<file path="config.mk">
export PLATFORM = sky130hd
export DESIGN_NAME = fetch_seq_flat
export DESIGN_NICKNAME = d
export VERILOG_FILES = /design/src/rtl/fetch_pkg.sv /design/src/rtl/fetch_seq_if.sv /design/src/rtl/fetch_seq.sv /design/src/flat_wrapper.sv
export SDC_FILE = /design/constraint.sdc
export NUM_CORES = 1
export LEC_CHECK = 0
export ABC_AREA = 1
export BUFFER_PORTS_ARGS = -buffer_cell sky130_fd_sc_hd__clkbuf_2
export CORE_AREA = 2 2 88 90
export DETAILED_ROUTE_END_ITERATION = 6
export DIE_AREA = 0 0 90 92
export PLACE_DENSITY_LB_ADDON = 0.25
export SLEW_MARGIN = 20
export SYNTH_ARGS = -nofsm -noshare
export SYNTH_HDL_FRONTEND = slang
export SYNTH_SLANG_ARGS = --single-unit
</file>
<file path="constraint.sdc">
create_clock -name clk -period 4.4 [get_ports clk]
set_clock_uncertainty 0.1 [all_clocks]
set_input_delay 0.88 -clock clk [delete_from_list [all_inputs] [get_ports clk]]
set_output_delay 0.88 -clock clk [all_outputs]
set_load 0.01 [all_outputs]
</file>
<file path="src/rtl/fetch_pkg.sv">
// Shared types and default vectors for the IF-stage fetch sequencer.
package fetch_pkg;

  typedef enum logic [1:0] {
    ST_BOOT = 2'd0,
    ST_RUN  = 2'd1,
    ST_HALT = 2'd2
  } state_e;

  typedef enum logic [2:0] {
    RC_NONE   = 3'd0,
    RC_EXC    = 3'd1,
    RC_ERET   = 3'd2,
    RC_BRANCH = 3'd3,
    RC_JUMP   = 3'd4,
    RC_REPLAY = 3'd5
  } redir_e;

  localparam int          AW_DEF        = 30;
  localparam logic [29:0] RESET_VEC_DEF = 30'h0000_0000;
  localparam logic [29:0] EXC_VEC_DEF   = 30'h0000_0060;

endpackage

</file>
<file path="src/rtl/fetch_seq_if.sv">
// Bus between the fetch sequencer and its environment (PC counter, imem, pipeline controls).
interface fetch_seq_if #(
  parameter int AW = 30
);
  // Counter
  logic [AW-1:0] cnt_q_i;
  logic          cnt_ld_o;
  logic          cnt_ce_o;
  logic          cnt_ud_o;
  logic [AW-1:0] cnt_d_o;
  // Instruction memory: request is level; ack qualifies the word at imem_addr_o that cycle.
  logic          imem_req_o;
  logic [AW-1:0] imem_addr_o;
  logic          imem_ack_i;
  // Pipeline controls
  logic          stall_i;
  logic          halt_i;
  logic          exc_i;
  logic          eret_i;
  logic [AW-1:0] epc_i;
  logic          br_taken_i;
  logic [AW-1:0] br_tgt_i;
  logic          jmp_i;
  logic [AW-1:0] jmp_tgt_i;
  logic          replay_i;
  // To ID
  logic          if_valid_o;
  logic [AW-1:0] if_pc_o;

  modport master (
    input  cnt_q_i, imem_ack_i, stall_i, halt_i, exc_i, eret_i, epc_i,
           br_taken_i, br_tgt_i, jmp_i, jmp_tgt_i, replay_i,
    output cnt_ld_o, cnt_ce_o, cnt_ud_o, cnt_d_o, imem_req_o, imem_addr_o,
           if_valid_o, if_pc_o
  );

  modport slave (
    output cnt_q_i, imem_ack_i, stall_i, halt_i, exc_i, eret_i, epc_i,
           br_taken_i, br_tgt_i, jmp_i, jmp_tgt_i, replay_i,
    input  cnt_ld_o, cnt_ce_o, cnt_ud_o, cnt_d_o, imem_req_o, imem_addr_o,
           if_valid_o, if_pc_o
  );

endinterface

</file>
<file path="src/rtl/fetch_seq.sv">
// IF-stage fetch sequencer: one PC-counter command per cycle from redirect/stall/ack.
// Optional FETCH_SEQ_PERF_EN adds saturating stall and redirect counters.
module fetch_seq
  import fetch_pkg::*;
#(
  parameter int          AW        = AW_DEF,
  parameter logic [AW-1:0] RESET_VEC = RESET_VEC_DEF,
  parameter logic [AW-1:0] EXC_VEC   = EXC_VEC_DEF
) (
  input  logic          clk,
  input  logic          rst,
  fetch_seq_if.master   bus,
  output state_e        state_o
`ifdef FETCH_SEQ_PERF_EN
  ,
  output logic [31:0]   perf_stall_o,
  output logic [31:0]   perf_redir_o
`endif
);

  state_e        state_q, state_d;
  redir_e        cause;
  logic          valid_q, valid_d;
  logic [AW-1:0] pc_q, pc_d;
  logic          ld, ce, ud, req;
  logic [AW-1:0] d;

  always_ff @(posedge clk or posedge rst) begin
    if (rst) begin
      state_q <= ST_BOOT;
      valid_q <= 1'b0;
      pc_q    <= '0;
    end else begin
      state_q <= state_d;
      valid_q <= valid_d;
      pc_q    <= pc_d;
    end
  end

  always_comb begin
    state_d = state_q;
    valid_d = valid_q;
    pc_d    = pc_q;
    cause   = RC_NONE;
    ld      = 1'b0;
    ce      = 1'b0;
    ud      = 1'b1;
    d       = '0;
    req     = 1'b0;
    unique case (state_q)
      ST_BOOT: begin
        ld      = 1'b1;
        ce      = 1'b1;
        d       = RESET_VEC;
        state_d = ST_RUN;
      end
      ST_RUN: begin
        if (bus.halt_i && !bus.exc_i) begin
          state_d = ST_HALT;
          valid_d = 1'b0;
        end else begin
          req = 1'b1;
          if      (bus.exc_i)      cause = RC_EXC;
          else if (bus.eret_i)     cause = RC_ERET;
          else if (bus.br_taken_i) cause = RC_BRANCH;
          else if (bus.jmp_i)      cause = RC_JUMP;
          else if (bus.replay_i)   cause = RC_REPLAY;
          case (cause)
            RC_EXC:    begin ld = 1'b1; ce = 1'b1; d = EXC_VEC;       end
            RC_ERET:   begin ld = 1'b1; ce = 1'b1; d = bus.epc_i;     end
            RC_BRANCH: begin ld = 1'b1; ce = 1'b1; d = bus.br_tgt_i;  end
            RC_JUMP:   begin ld = 1'b1; ce = 1'b1; d = bus.jmp_tgt_i; end
            RC_REPLAY: begin ce = 1'b1; ud = 1'b0;                    end
            default:   ce = bus.imem_ack_i & ~bus.stall_i;
          endcase
          // A redirect squashes any word acked this cycle; a plain stall holds the ID slot.
          if (cause != RC_NONE) begin
            valid_d = 1'b0;
          end else if (!bus.stall_i) begin
            valid_d = bus.imem_ack_i;
            if (bus.imem_ack_i) pc_d = bus.cnt_q_i;
          end
        end
      end
      ST_HALT: begin
        valid_d = 1'b0;
        if (bus.exc_i) begin
          ld      = 1'b1;
          ce      = 1'b1;
          d       = EXC_VEC;
          state_d = ST_RUN;
        end
      end
      default: state_d = ST_BOOT;
    endcase
  end

  assign bus.cnt_ld_o    = ld;
  assign bus.cnt_ce_o    = ce;
  assign bus.cnt_ud_o    = ud;
  assign bus.cnt_d_o     = d;
  assign bus.imem_req_o  = req;
  assign bus.imem_addr_o = bus.cnt_q_i;
  assign bus.if_valid_o  = valid_q;
  assign bus.if_pc_o     = pc_q;
  assign state_o         = state_q;

`ifdef FETCH_SEQ_PERF_EN
  logic [31:0] perf_stall_q, perf_redir_q;

  always_ff @(posedge clk or posedge rst) begin
    if (rst) begin
      perf_stall_q <= '0;
      perf_redir_q <= '0;
    end else begin
      if (state_q == ST_RUN && bus.stall_i && perf_stall_q != '1)
        perf_stall_q <= perf_stall_q + 32'd1;
      if (cause != RC_NONE && perf_redir_q != '1)
        perf_redir_q <= perf_redir_q + 32'd1;
    end
  end

  assign perf_stall_o = perf_stall_q;
  assign perf_redir_o = perf_redir_q;
`endif

endmodule
</file>
<file path="src/flat_wrapper.sv">
// flat-port wrapper written by rule: the top's interface ports become plain ports
module fetch_seq_flat import fetch_pkg::*;
#(
  parameter int          AW        = AW_DEF,
  parameter logic [AW-1:0] RESET_VEC = RESET_VEC_DEF,
  parameter logic [AW-1:0] EXC_VEC   = EXC_VEC_DEF
)
  (clk, rst, state_o, bus_cnt_q_i, bus_imem_ack_i, bus_stall_i, bus_halt_i, bus_exc_i, bus_eret_i, bus_epc_i, bus_br_taken_i, bus_br_tgt_i, bus_jmp_i, bus_jmp_tgt_i, bus_replay_i, bus_cnt_ld_o, bus_cnt_ce_o, bus_cnt_ud_o, bus_cnt_d_o, bus_imem_req_o, bus_imem_addr_o, bus_if_valid_o, bus_if_pc_o);
  fetch_seq_if #(.AW(AW)) bus_i ();
  input  logic clk;
  input  logic rst;
  output state_e state_o;
  input wire logic [$bits(bus_i.cnt_q_i)-1:0] bus_cnt_q_i;
  input wire logic [$bits(bus_i.imem_ack_i)-1:0] bus_imem_ack_i;
  input wire logic [$bits(bus_i.stall_i)-1:0] bus_stall_i;
  input wire logic [$bits(bus_i.halt_i)-1:0] bus_halt_i;
  input wire logic [$bits(bus_i.exc_i)-1:0] bus_exc_i;
  input wire logic [$bits(bus_i.eret_i)-1:0] bus_eret_i;
  input wire logic [$bits(bus_i.epc_i)-1:0] bus_epc_i;
  input wire logic [$bits(bus_i.br_taken_i)-1:0] bus_br_taken_i;
  input wire logic [$bits(bus_i.br_tgt_i)-1:0] bus_br_tgt_i;
  input wire logic [$bits(bus_i.jmp_i)-1:0] bus_jmp_i;
  input wire logic [$bits(bus_i.jmp_tgt_i)-1:0] bus_jmp_tgt_i;
  input wire logic [$bits(bus_i.replay_i)-1:0] bus_replay_i;
  output wire logic [$bits(bus_i.cnt_ld_o)-1:0] bus_cnt_ld_o;
  output wire logic [$bits(bus_i.cnt_ce_o)-1:0] bus_cnt_ce_o;
  output wire logic [$bits(bus_i.cnt_ud_o)-1:0] bus_cnt_ud_o;
  output wire logic [$bits(bus_i.cnt_d_o)-1:0] bus_cnt_d_o;
  output wire logic [$bits(bus_i.imem_req_o)-1:0] bus_imem_req_o;
  output wire logic [$bits(bus_i.imem_addr_o)-1:0] bus_imem_addr_o;
  output wire logic [$bits(bus_i.if_valid_o)-1:0] bus_if_valid_o;
  output wire logic [$bits(bus_i.if_pc_o)-1:0] bus_if_pc_o;
  assign bus_i.cnt_q_i = bus_cnt_q_i;
  assign bus_i.imem_ack_i = bus_imem_ack_i;
  assign bus_i.stall_i = bus_stall_i;
  assign bus_i.halt_i = bus_halt_i;
  assign bus_i.exc_i = bus_exc_i;
  assign bus_i.eret_i = bus_eret_i;
  assign bus_i.epc_i = bus_epc_i;
  assign bus_i.br_taken_i = bus_br_taken_i;
  assign bus_i.br_tgt_i = bus_br_tgt_i;
  assign bus_i.jmp_i = bus_jmp_i;
  assign bus_i.jmp_tgt_i = bus_jmp_tgt_i;
  assign bus_i.replay_i = bus_replay_i;
  assign bus_cnt_ld_o = bus_i.cnt_ld_o;
  assign bus_cnt_ce_o = bus_i.cnt_ce_o;
  assign bus_cnt_ud_o = bus_i.cnt_ud_o;
  assign bus_cnt_d_o = bus_i.cnt_d_o;
  assign bus_imem_req_o = bus_i.imem_req_o;
  assign bus_imem_addr_o = bus_i.imem_addr_o;
  assign bus_if_valid_o = bus_i.if_valid_o;
  assign bus_if_pc_o = bus_i.if_pc_o;
  fetch_seq #(.AW(AW), .RESET_VEC(RESET_VEC), .EXC_VEC(EXC_VEC)) u_core (.clk(clk), .rst(rst), .bus(bus_i), .state_o(state_o));
endmodule
</file>
Word-level counts from Yosys, hierarchy flattened

Index checks and enable logic that the tools add are counted.

Register bits: 33
Bits of input ports: 130

Equal/unequal tests: 10
Multiplexer cells: 30
Bitwise operators: 4
Reductions and logical operators: 10

Operator list:

| cell                                                            | count |
|---|---|
| 30-bit case mux with 4 select lines                             | 1 |
| 30-bit case mux with 2 select lines                             | 1 |
| 30-bit two-way mux                                              | 1 |
| 3-bit two-way mux                                               | 7 |
| 1-bit two-way mux                                               | 13 |
| 7-bit two-way mux                                               | 1 |
| 3-bit by 2-bit == test with 1-bit output, second input constant | 2 |
| 3-bit == test, second input constant                            | 2 |
| 1-bit case mux with 3 select lines                              | 2 |
| 2-bit case mux with 3 select lines                              | 1 |
| 5-bit AND reduction                                             | 1 |
| 5-bit OR reduction                                              | 1 |
| 2-bit two-way mux                                               | 2 |
| 4-bit by 2-bit != test with 1-bit output, second input constant | 1 |
| 2-bit AND reduction                                             | 2 |
| 4-bit OR reduction                                              | 1 |
| 3-bit by 1-bit == test with 1-bit output, second input constant | 1 |
| 1-bit inverter                                                  | 3 |
| 3-bit nonzero test                                              | 1 |
| 2-bit by 1-bit == test with 1-bit output, second input constant | 1 |
| 2-bit == test, second input constant                            | 1 |
| 2-bit zero test                                                 | 1 |
| 2-bit by 1-bit != test with 1-bit output, second input constant | 1 |
| 2-bit != test, second input constant                            | 1 |
| 5 further kinds                                                 | 5 |

Depth between registers and ports, before layout

Gate-level depths: netlist (run 1).

Depth in word-level cells: 12
Mapped depth: 11

Worst setup path before layout (run 1)

No wires, ideal clock.

Kind: input -> output
From: in bus_br_taken_i
To: out bus_cnt_d_o[18]
Data arrival time: 1.737 ns
Required time: 3.420 ns
Path slack: 1.683 ns
Cell stages on the path: 9
Path buffers: 2
Cell sequence: inv_1 -> nand4_1 -> nand3_1 -> nand2_1 -> nor2_1 -> buf_4 -> buf_6 -> nand2_1 -> inv_1

Cells in the longest elaborated chain, start to end: 9
Elaborated cells on any way between the ends: 12
Those cells by class: eq/ne (4); mux (8)

RTL lines:

| element                                     | line               | RTL |
|---|---|---|
| start, declared                             | flat_wrapper.sv:20 | `input wire logic [$bits(bus_i.br_taken_i)-1:0] bus_br_taken_i;` |
| 3-bit two-way mux *                         | fetch_seq.sv:65    | `else if (bus.br_taken_i) cause = RC_BRANCH;` |
| 3-bit two-way mux *                         | fetch_seq.sv:64    | `else if (bus.eret_i) cause = RC_ERET;` |
| 3-bit two-way mux *                         | fetch_seq.sv:63    | `if (bus.exc_i) cause = RC_EXC;` |
| 3-bit two-way mux *                         | fetch_seq.sv:58    | `if (bus.halt_i && !bus.exc_i) begin` |
| 3-bit two-way mux *                         | fetch_seq.sv:50    | `unique case (state_q)` |
| 3-bit == test, or another cell as far along | fetch_seq.sv:68    | `case (cause)` |
| 30-bit case mux with 4 select lines *       | fetch_seq.sv:68    |  |
| 30-bit two-way mux *                        | fetch_seq.sv:58    |  |
| 30-bit case mux with 2 select lines *       | fetch_seq.sv:50    |  |
| end, declared                               | flat_wrapper.sv:28 | `output wire logic [$bits(bus_i.cnt_d_o)-1:0] bus_cnt_d_o;` |

Every way passes the cells marked *; elsewhere a longest branch is shown, timed or not. The select of a mux whose other input is x is not followed.

Worst setup path in the final report (run 1)

From: in bus_exc_i
To: out bus_cnt_d_o[24]

Cells in the longest elaborated chain, start to end: 7
Elaborated cells on any way between the ends: 12
Those cells by class: eq/ne (4); mux (6); reduce/logical (2)

RTL lines:

| element                                     | line               | RTL |
|---|---|---|
| start, declared                             | flat_wrapper.sv:17 | `input wire logic [$bits(bus_i.exc_i)-1:0] bus_exc_i;` |
| 3-bit two-way mux                           | fetch_seq.sv:63    |  |
| 3-bit two-way mux                           | fetch_seq.sv:58    |  |
| 3-bit two-way mux                           | fetch_seq.sv:50    |  |
| 3-bit == test, or another cell as far along | fetch_seq.sv:68    |  |
| 30-bit case mux with 4 select lines         | fetch_seq.sv:68    |  |
| 30-bit two-way mux *                        | fetch_seq.sv:58    |  |
| 30-bit case mux with 2 select lines *       | fetch_seq.sv:50    |  |

Marked as above.

==> results_dict.tcl, run 1 <==
set metrics [dict create \
    status "finished, final reports clean" \
    synth_top_area_share 0.311 \
    cap_violations 0 \
    seq_area_frac_synth 0.311 \
    worstPathArrival_ns 2.38 \
    syn_area_um2 2660 \
    cts_htree_levels 2 \
    vias 3294 \
    cts_tree "yes" \
    wl_met3_um 637 \
    finalNonFillerCells 715 \
    antenna_found_initial 3 \
    crit_chain "clkbuf_2 -> inv_2 -> nand4_1 -> inv_1 -> nand2_1 -> nand3_1 -> nand2_1 -> inv_1 -> clkbuf_2" \
    initial_utilization 0.357 \
    worst-path-max-fanout 30 \
    cts_sinks 33 \
    cpPeakStageDelay_ns 0.65 \
    wl_per_cell_um 12.2 \
    io_pins 227 \
    dpl.cell_count 704 \
    max_freq_mhz 297 \
    worst_skew_pair.late_latency_ns 0.28 \
    synthCells 424 \
    cts_buffers 5 \
    worst_slack_ns 1.04 \
    dieArea_um2 8280 \
    critPathKind "input pin to output pin" \
    p_per_area_nw_per_um2 357 \
    die_x_um 90 \
    wl_um 8730 \
    drt-initial-drc-count 112 \
    startpoint "bus_exc_i" \
    period_needed_ns 3.36 \
    setup_viol 0 \
    grt_setup_unrepaired "no" \
    port_buffers 226 \
    cp-end-kind "output pin" \
    cts_resized 0 \
    ys_seq_elements 33 \
    ctsHoldBuffers 0 \
    final_nets 744 \
    global_route.usage.total 0.209 \
    num_rows 32 \
    via_per_inst 4.61 \
    ys_top_cells_by_area "dfrtp_1 31%, nand2_1 28%, buf_4 9.6%, nand4_1 7.5%, inv_1 6.4%" \
    clkTransAtPathRegs_ns 0.07 \
    worst_pin_slew_ns 0.858 \
    hp-class "flop to flop" \
    syn-num-nets 559 \
    finalSetupTns_ns 0 \
    overflow 0 \
    ant_nets 0 \
    n_fill_cell 785 \
    root_buffer "clkbuf_8" \
    cp.required_ns 3.42 \
    synth.avg_cell_area_um2 6.27 \
    drt-pass1-iter-count 4 \
    grt_max_degree 34 \
    ir_worst_vdd_v 0.000194 \
    fp.dieH_um 92 \
    top_layer_used "met4" \
    p_leak_nw 2.52 \
    core_um2 7450 \
    mostFrequentLayoutCells "226 x clkbuf_2, 199 x nand2_1, 45 x inv_1" \
    min_period_over_period 0.764 \
    layout_commonest_cell "clkbuf_2" \
    slew_violations 0 \
    relSlewSlack 0.427 \
    gp_congestion 0.772 \
    yosysWarningCount 0 \
    critPathTopFamily "buffers and inverters" \
    worstHoldStart "u_core.bus.if_pc_o[1]" \
    route.met2.wl_um 4600 \
    wl_met1_um 3350 \
    layout-drive-gt1-share 0.410 \
    cts_max_path_buffers 2 \
    hold_viol 0 \
    dpl.hpwl_um 6920 \
    grt_pass1_vias 3124 \
    synth_top_cell_by_area "dfrtp_1" \
    drc_errors 0 \
    grt_pass1_wl_um 14100 \
    crit_slowest_cell "inv_1" \
    worstSetupStartpointType "input pin" \
    synth_cell_type_count 20 \
    rr_startpoint "u_core.state_o[1]" \
    post_cts_buffers 0 \
    critPathBufInv 5 \
    preCtsSetupSlack_ns 1.01 \
    areaGrowthSynthToFinish_pct 40.7 \
]
-- synth_stat cells --
master and count:
nand2_1 199, inv_1 45, buf_4 34, dfrtp_1 33
nand3_1 33, nand4_1 32, clkbuf_1 15, nor2_1 7
ha_1 5, buf_6 4, a21oi_1 3, o21ai_0 3
buf_2 2, nor2_4 2, nor3_1 2, inv_2 1
nand3_2 1, nor2_2 1, o211ai_1 1, or2_2 1
-- metal layers --
layer / up-vias / track usage
li1: 1670 / -
met1: 1470 / 0.228
met2: 144 / 0.390
met3: 10 / 0.0477
met4: 0 / 0.0821
met5: - / 0
-- metrics by stage --
stage               hold slack, ns  power (mW)   util  cell area [um2]
floorplan                    0.404       0.803      -             2660
global placement             0.352        1.04  0.486             3620
detailed placement           0.358        1.05  0.486             3620
CTS                          0.375        1.35  0.501             3730
global route                 0.386        1.44  0.502             3740
finish                       0.369        1.33  0.502             3740
-- layout make-up --
type,instances,area (um2),area share
clock buffers,7,86.3,0.0231
flip-flops and latches,33,826,0.221
inverters,46,173,0.0462
multi-input cells,290,1310,0.349
well taps,102,128,0.0341
clock inverters,1,30.0,0.00803
repair buffers,233,1180,0.316
diodes,3,7.51,0.00201
-- state kept, by name (all words and copies together), names as in the netlist --
register	flops
u_core.bus.if_pc_o	30
u_core.bus.if_valid_o	1
u_core.state_o	2
-- power breakdown --
group	internal, mW	switching [mW]	total, mW
combinational	0.234	0.381	0.615
clock	0.185	0.108	0.292
sequential	0.380	0.0466	0.426
total	0.798	0.536	1.33
-- logic make-up (layout without fill, tap and decap cells) --
kind of cell / count (synthesis) / in the layout / share of synthesized area
flip-flops: 33 / 33 / 0.311
AND/OR/NAND/NOR: 278 / 278 / 0.449
other: 0 / 3 / 0
buffers and inverters: 101 / 287 / 0.203
adder cells (fa/ha/maj): 5 / 5 / 0.0235
AO/OA/AOI/OAI: 7 / 7 / 0.0141
-- worst min-delay path: stages (launching register included) --
cell and delay [ns]:
dfrtp_1 0.34, nand2_1 0.05, nand2_1 0.05
-- worst paths after layout --
path | to | slack (ns) | cells after the start
worst max-delay path | bus_cnt_d_o[24] | 1.04 | 9
worst min-delay path | u_core.bus.if_pc_o[1] | 0.37 | 2
worst max register to register | u_core.bus.if_pc_o[23] | 2.25 | 6
worst min register to register | u_core.bus.if_pc_o[1] | 0.37 | 2
max in group asynchronous | u_core.bus.if_pc_o[3] | 3.34 | 3
min in group asynchronous | u_core.bus.if_pc_o[25] | 0.56 | 3
Note: power is estimated with default switching activity, not from simulation.
==> run 2, diff against run 1 <==
--- a/config.mk
+++ b/config.mk
@@ -5,11 +5,11 @@
 export SDC_FILE = /design/constraint.sdc
 export NUM_CORES = 1
 export LEC_CHECK = 0
-export ABC_AREA = 1
+export ABC_AREA = 0
 export BUFFER_PORTS_ARGS = -buffer_cell sky130_fd_sc_hd__clkbuf_2
-export CORE_AREA = 2 2 88 90
+export CORE_AREA = 2 2 89 91
 export DETAILED_ROUTE_END_ITERATION = 6
-export DIE_AREA = 0 0 90 92
+export DIE_AREA = 0 0 91 93
 export PLACE_DENSITY_LB_ADDON = 0.25
 export SLEW_MARGIN = 20
 export SYNTH_ARGS = -nofsm -noshare
==> constraint.sdc (replaced) <==
create_clock -name clk -period 3.13 [get_ports clk]
set_clock_uncertainty 0.1 [all_clocks]
set_input_delay 0.626 -clock clk [delete_from_list [all_inputs] [get_ports clk]]
set_output_delay 0.626 -clock clk [all_outputs]
set_load 0.01 [all_outputs]
==> run 2 against run 1 <==
Net effect: via count fell by 14%; cell count fell by 17%; register-to-register slack got worse by 1.1 ns; critical path depth fell by 3; first-iteration DRC count fell by 36%; clock power rose by 5%; non-clock buffer count rose by 2; global-route usage fell by 2.8 points; die area rose by 2.2%; largest cell class unchanged; largest power group unchanged.
==> results_dict.tcl, run 2 <==
set metrics [dict create \
    dpl.hpwl_um 6460 \
    ctsHoldBuffers 0 \
    drt-pass1-iter-count 5 \
    synth_cell_type_count 32 \
    p_total_mw 1.45 \
    drc_errors 0 \
    synth_top_cell_by_area "dfrtp_1" \
    drt-initial-drc-count 72 \
    worst-path-max-fanout 29 \
    synthMuxAreaShare 0.172 \
    synth_ff_type "dfrtp_1" \
    dieArea_um2 8460 \
    core_um2 7530 \
    synth-simple-area-share 0.204 \
    worst_skew_pair.late_latency_ns 0.28 \
    cts_htree_levels 2 \
    status "finished, final reports clean" \
    rrSetupSlack_ns 1.19 \
    synth_compound_area_frac 0.163 \
    synthTopCellsByCount "58 x nand2_1, 33 x dfrtp_1, 32 x a21oi_1, 31 x buf_4" \
    root_buffer "clkbuf_8" \
    io_pins 227 \
    post_cts_buffers 0 \
    layout_commonest_cell "clkbuf_2" \
    gp_congestion 0.871 \
    initial_utilization 0.364 \
    synthArstFlopShare 1.00 \
    p_per_area_nw_per_um2 383 \
    worstPathArrival_ns 2.10 \
    hp-class "input pin to asynchronous set/reset pin" \
    syn-num-nets 434 \
    grt_pass1_vias 2604 \
    worstSetupStartpointType "input pin" \
    synth_xor_xnor_area_share 0 \
    ys_seq_elements 33 \
    synth.avg_cell_area_um2 9.16 \
    cts_tree "yes" \
    finalNonFillerCells 590 \
    p_leak_nw 2.17 \
    hold_viol 0 \
    wl_per_cell_um 13.7 \
    setup_viol 0 \
    synth_edf_count 0 \
    wl_um 8050 \
    min_period_over_period 0.904 \
    cts_resized 0 \
    grt_max_degree 58 \
    via_per_inst 4.79 \
    grt_pass1_wl_um 12500 \
    synth_most_common_cell "nand2_1" \
    cts_buffers 5 \
    yosysWarningCount 0 \
    clkTransAtPathRegs_ns 0.07 \
    cp.required_ns 2.40 \
    dpl.cell_count 582 \
    cap_violations 0 \
    final_nets 622 \
    relSlewSlack 0.634 \
    antenna_cells 0 \
    ant_nets 0 \
    grt_setup_unrepaired "no" \
    synthCells 299 \
    port_buffers 226 \
    synth_top_family_by_area "simple AND/OR/NAND/NOR gates" \
    cp-end-kind "output pin" \
    synth_fa_ha_area_frac 0.0229 \
    worst_pin_slew_ns 0.550 \
    overflow 0 \
    largest_reg_flops 30 \
    fin_util 0.504 \
    syn_area_um2 2740 \
    num_rows 32 \
    ys_top_cells_by_area "dfrtp_1 30%, mux2_4 16%, buf_4 8.5%, a21o_1 8.2%, nand2_1 8.0%" \
    layout-drive-gt1-share 0.570 \
    cts_max_path_buffers 2 \
    max_freq_mhz 353 \
    seq_area_frac_synth 0.302 \
    vias 2824 \
    critPathKind "input pin to output pin" \
    ir_worst_vdd_v 0.000146 \
    finalSetupTns_ns 0 \
    slew_violations 0 \
    fp.dieH_um 93 \
    antenna_found_initial 0 \
    areaGrowthSynthToFinish_pct 38.6 \
    synth_top_area_share 0.302 \
    die_x_um 91 \
    period_needed_ns 2.83 \
    mostFrequentLayoutCells "226 x clkbuf_2, 58 x nand2_1, 33 x dfrtp_1" \
    cts_sinks 33 \
    global_route.usage.total 0.180 \
]
==> run 2: cell types whose count changed after synthesis, sizes merged, moves of 28 or more <==
cell    change
inv        -43
nand4      -30
a21o       +30
nand2     -141
mux2       +31
a21oi      +29
nand3      -31
nand3b     +28
==> run 2: metal layers <==
metal,vias to the layer above,share of wire,global-route usage
li1,1384,-,-
met1,1315,0.37,0.200
met2,123,0.55,0.349
met3,2,0.075,0.0419
met4,0,0.0041,0.0366
met5,-,0,0
==> run 2: final cells by class <==
cell class / instances / area (um2)
Fill cell: 757 / 3730
Multi-Input combinational cell: 209 / 1540
Timing Repair Buffer: 235 / 1200
Sequential cell: 33 / 826
Tap cell: 102 / 128
Clock buffer: 5 / 68.8
Clock inverter: 3 / 17.5
Inverter: 3 / 11.3
==> run 2: final timing paths <==
| kind | start | endpoint | depth (start not counted) |
|---|---|---|---|
| worst min-delay path | rst | u_core.bus.if_pc_o[4] | 3 |
| worst max register to register | u_core.state_o[1] | u_core.bus.if_pc_o[15] | 5 |
| max in group asynchronous | rst | u_core.bus.if_pc_o[12] | 3 |
| worst max-delay path | bus_exc_i | bus_cnt_d_o[5] | 6 |
| worst min register to register | u_core.bus.if_pc_o[29] | u_core.bus.if_pc_o[29] | 1 |
| min in group clk | u_core.bus.if_pc_o[29] | u_core.bus.if_pc_o[29] | 1 |
==> run 2: power breakdown <==
| group | total, mW | internal (mW) | switching (mW) |
|---|---|---|---|
| logic | 0.651 | 0.295 | 0.356 |
| registers | 0.496 | 0.466 | 0.0303 |
| clock network | 0.307 | 0.153 | 0.154 |
| total | 1.45 | 0.914 | 0.540 |
==> run 2: cell families (layout without fill, tap and decap cells) <==
| logic type | count (synthesis) | count (layout) |
|---|---|---|
| flops | 33 | 33 |
| compound gates | 70 | 70 |
| fa+ha+maj | 5 | 5 |
| buf+inv | 57 | 246 |
| mux | 32 | 32 |
| simple gates | 102 | 102 |
==> run 2: critical path, stage by stage <==
cell	delay [ns]
clkbuf_2	0.18
or4_4	0.59
nand4_1	0.11
buf_4	0.30
o21ai_0	0.14
clkbuf_2	0.14
==> run 2: metrics by stage <==
| step | area, um2 | hold slack [ns] | worst slack [ns] |
|---|---|---|---|
| final | 3790 | 0.307 | 0.300 |
| after global routing | 3790 | 0.364 | 0.160 |
| after CTS | 3790 | 0.317 | 0.313 |
| after detailed placement | 3710 | 0.393 | 0.300 |
| after global placement | 3710 | 0.390 | 0.317 |
| after floorplan | 2740 | 0.422 | 0.636 |
==> run 3, diff against run 2 <==
==> constraint.sdc (replaced) <==
create_clock -name clk -period 3.13 [get_ports clk]
set_clock_uncertainty 0.1 [all_clocks]
set_input_delay 0.626 -clock clk [delete_from_list [all_inputs] [get_ports clk]]
set_output_delay 0.626 -clock clk [all_outputs]
set_load 0.1 [all_outputs]
==> run 3 against run 2 <==
Net effect: global-route usage increased by 2.8 points; clock power increased by 33%; cell count increased by 0.51%; die area unchanged; non-clock buffer count increased by 3; combinational power increased to 2.9 times the previous value; sequential power increased by 0.8%; register-to-register slack improved by 0.18 ns; first-iteration DRC count increased by 28%; critical endpoint is now bus_cnt_d_o[6]; largest cell class unchanged.
==> results_dict.tcl, run 3 (synthesized netlist as in run 2, its figures left out) <==
set metrics [dict create \
    cp-end-kind "output pin" \
    top_layer_used "met4" \
    num_rows 32 \
    ant_nets 0 \
    cap_violations 0 \
    finalNonFillerCells 593 \
    ir_worst_vdd_v 0.000350 \
    cts_tree "yes" \
    worst-path-max-fanout 33 \
    slew_violations 0 \
    relSlewSlack 0.575 \
    antenna_cells 0 \
    cts_sinks 33 \
    final_nets 625 \
    core_um2 7530 \
    cp.required_ns 2.40 \
    overflow 0 \
    p_per_area_nw_per_um2 601 \
    p_total_mw 2.79 \
    crit_slowest_cell "a211oi_1" \
    port_buffers 226 \
    grt_setup_unrepaired "no" \
    worstSetupStartpointType "input pin" \
    global_route.usage.total 0.209 \
    dpl.hpwl_um 7440 \
    io_pins 227 \
    cts_max_path_buffers 2 \
    worst_pin_slew_ns 0.637 \
    grt_pass1_vias 3011 \
    gp_congestion 0.853 \
    critical_path.most_common_cell "buf_4" \
    areaGrowthSynthToFinish_pct 69.5 \
    grt_max_degree 34 \
    wl_um 8990 \
    drt-initial-drc-count 92 \
    cts_buffers 5 \
    max_freq_mhz 346 \
    dpl.cell_count 585 \
    layout-drive-gt1-share 0.644 \
    p_leak_nw 2.35 \
    ctsHoldBuffers 0 \
    drc_errors 0 \
    status "finished, final reports clean" \
    period_needed_ns 2.89 \
    fin_util 0.617 \
    post_cts_buffers 0 \
    rr_startpoint "u_core.state_o[1]" \
    grt_pass1_wl_um 14400 \
    cts_resized 0 \
    wl_met3_um 766 \
    initial_utilization 0.364 \
    crit_chain "clkbuf_2 -> buf_4 -> buf_4 -> and3b_1 -> a211oi_1 -> o21ai_4 -> buf_12" \
    die_x_um 91 \
    worst_slack_ns 0.242 \
    worst_skew_pair.late_latency_ns 0.27 \
    antenna_found_initial 0 \
    mostFrequentLayoutCells "192 x clkbuf_2, 58 x nand2_1, 35 x buf_12" \
    largest_reg_flops 30 \
    worstPathArrival_ns 2.16 \
    layout_commonest_cell "clkbuf_2" \
    root_buffer "clkbuf_8" \
    startpoint "bus_eret_i" \
    drt-pass1-iter-count 4 \
    cpPeakStageDelay_ns 0.35 \
    fin_worst_hold_slack_ns 0.301 \
    setup_viol 0 \
    wl_met1_um 3370 \
    fp.dieH_um 93 \
    dieArea_um2 8460 \
    clkTransAtPathRegs_ns 0.07 \
    via_per_inst 4.88 \
    hold_viol 0 \
    critPathKind "input pin to output pin" \
    preCtsSetupSlack_ns 0.238 \
    wl_per_cell_um 15.2 \
    hp-class "input pin to asynchronous set/reset pin" \
    vias 2894 \
    route.met2.wl_um 4680 \
    cts_htree_levels 2 \
    min_period_over_period 0.923 \
]
run 3: layout make-up:
class	instances	area [um2]
Multi-Input combinational cell	209	1810
Inverter	3	11.3
Sequential cell	33	828
Fill cell	658	2890
Timing Repair Buffer	238	1740
Clock buffer	7	86.3
Tap cell	102	128
Clock inverter	1	30.0
run 3: critical path, delay by kind of cell:
family	cells	cell delay, ns
AO/OA/AOI/OAI	2	0.44
buffers and inverters	4	0.86
AND/OR/NAND/NOR	1	0.21
run 3: final timing paths:
| path | depth (start not counted) | to | slack [ns] |
|---|---|---|---|
| max | 7 | bus_cnt_d_o[6] | 0.24 |
| min | 2 | u_core.bus.if_pc_o[18] | 0.30 |
| max reg2reg | 5 | u_core.bus.if_pc_o[28] | 1.37 |
| min reg2reg | 1 | u_core.bus.if_pc_o[26] | 0.41 |
| max in group asynchronous | 3 | u_core.bus.if_pc_o[1] | 1.94 |
| min in group clk | 1 | u_core.bus.if_pc_o[26] | 0.41 |
run 3: stage by stage:
step / instance area (um2) / TNS (ns)
3_5_place_dp: 4520 / 0
4_1_cts: 4640 / 0
5_1_grt: 4640 / 0
6_report: 4640 / 0
3_3_place_gp: 4520 / 0
2_1_floorplan: 3010 / -0.0431
run 3: report_power, final:
group	internal, mW	total [mW]	switching [mW]
Sequential	0.469	0.500	0.0313
Combinational	0.546	1.88	1.34
Clock	0.260	0.408	0.149
run 3: metal layers:
layer	global-route usage	vias up
met5	0	-
met4	0.0492	0
met3	0.0572	12
met2	0.388	136
met1	0.238	1354
li1	-	1392
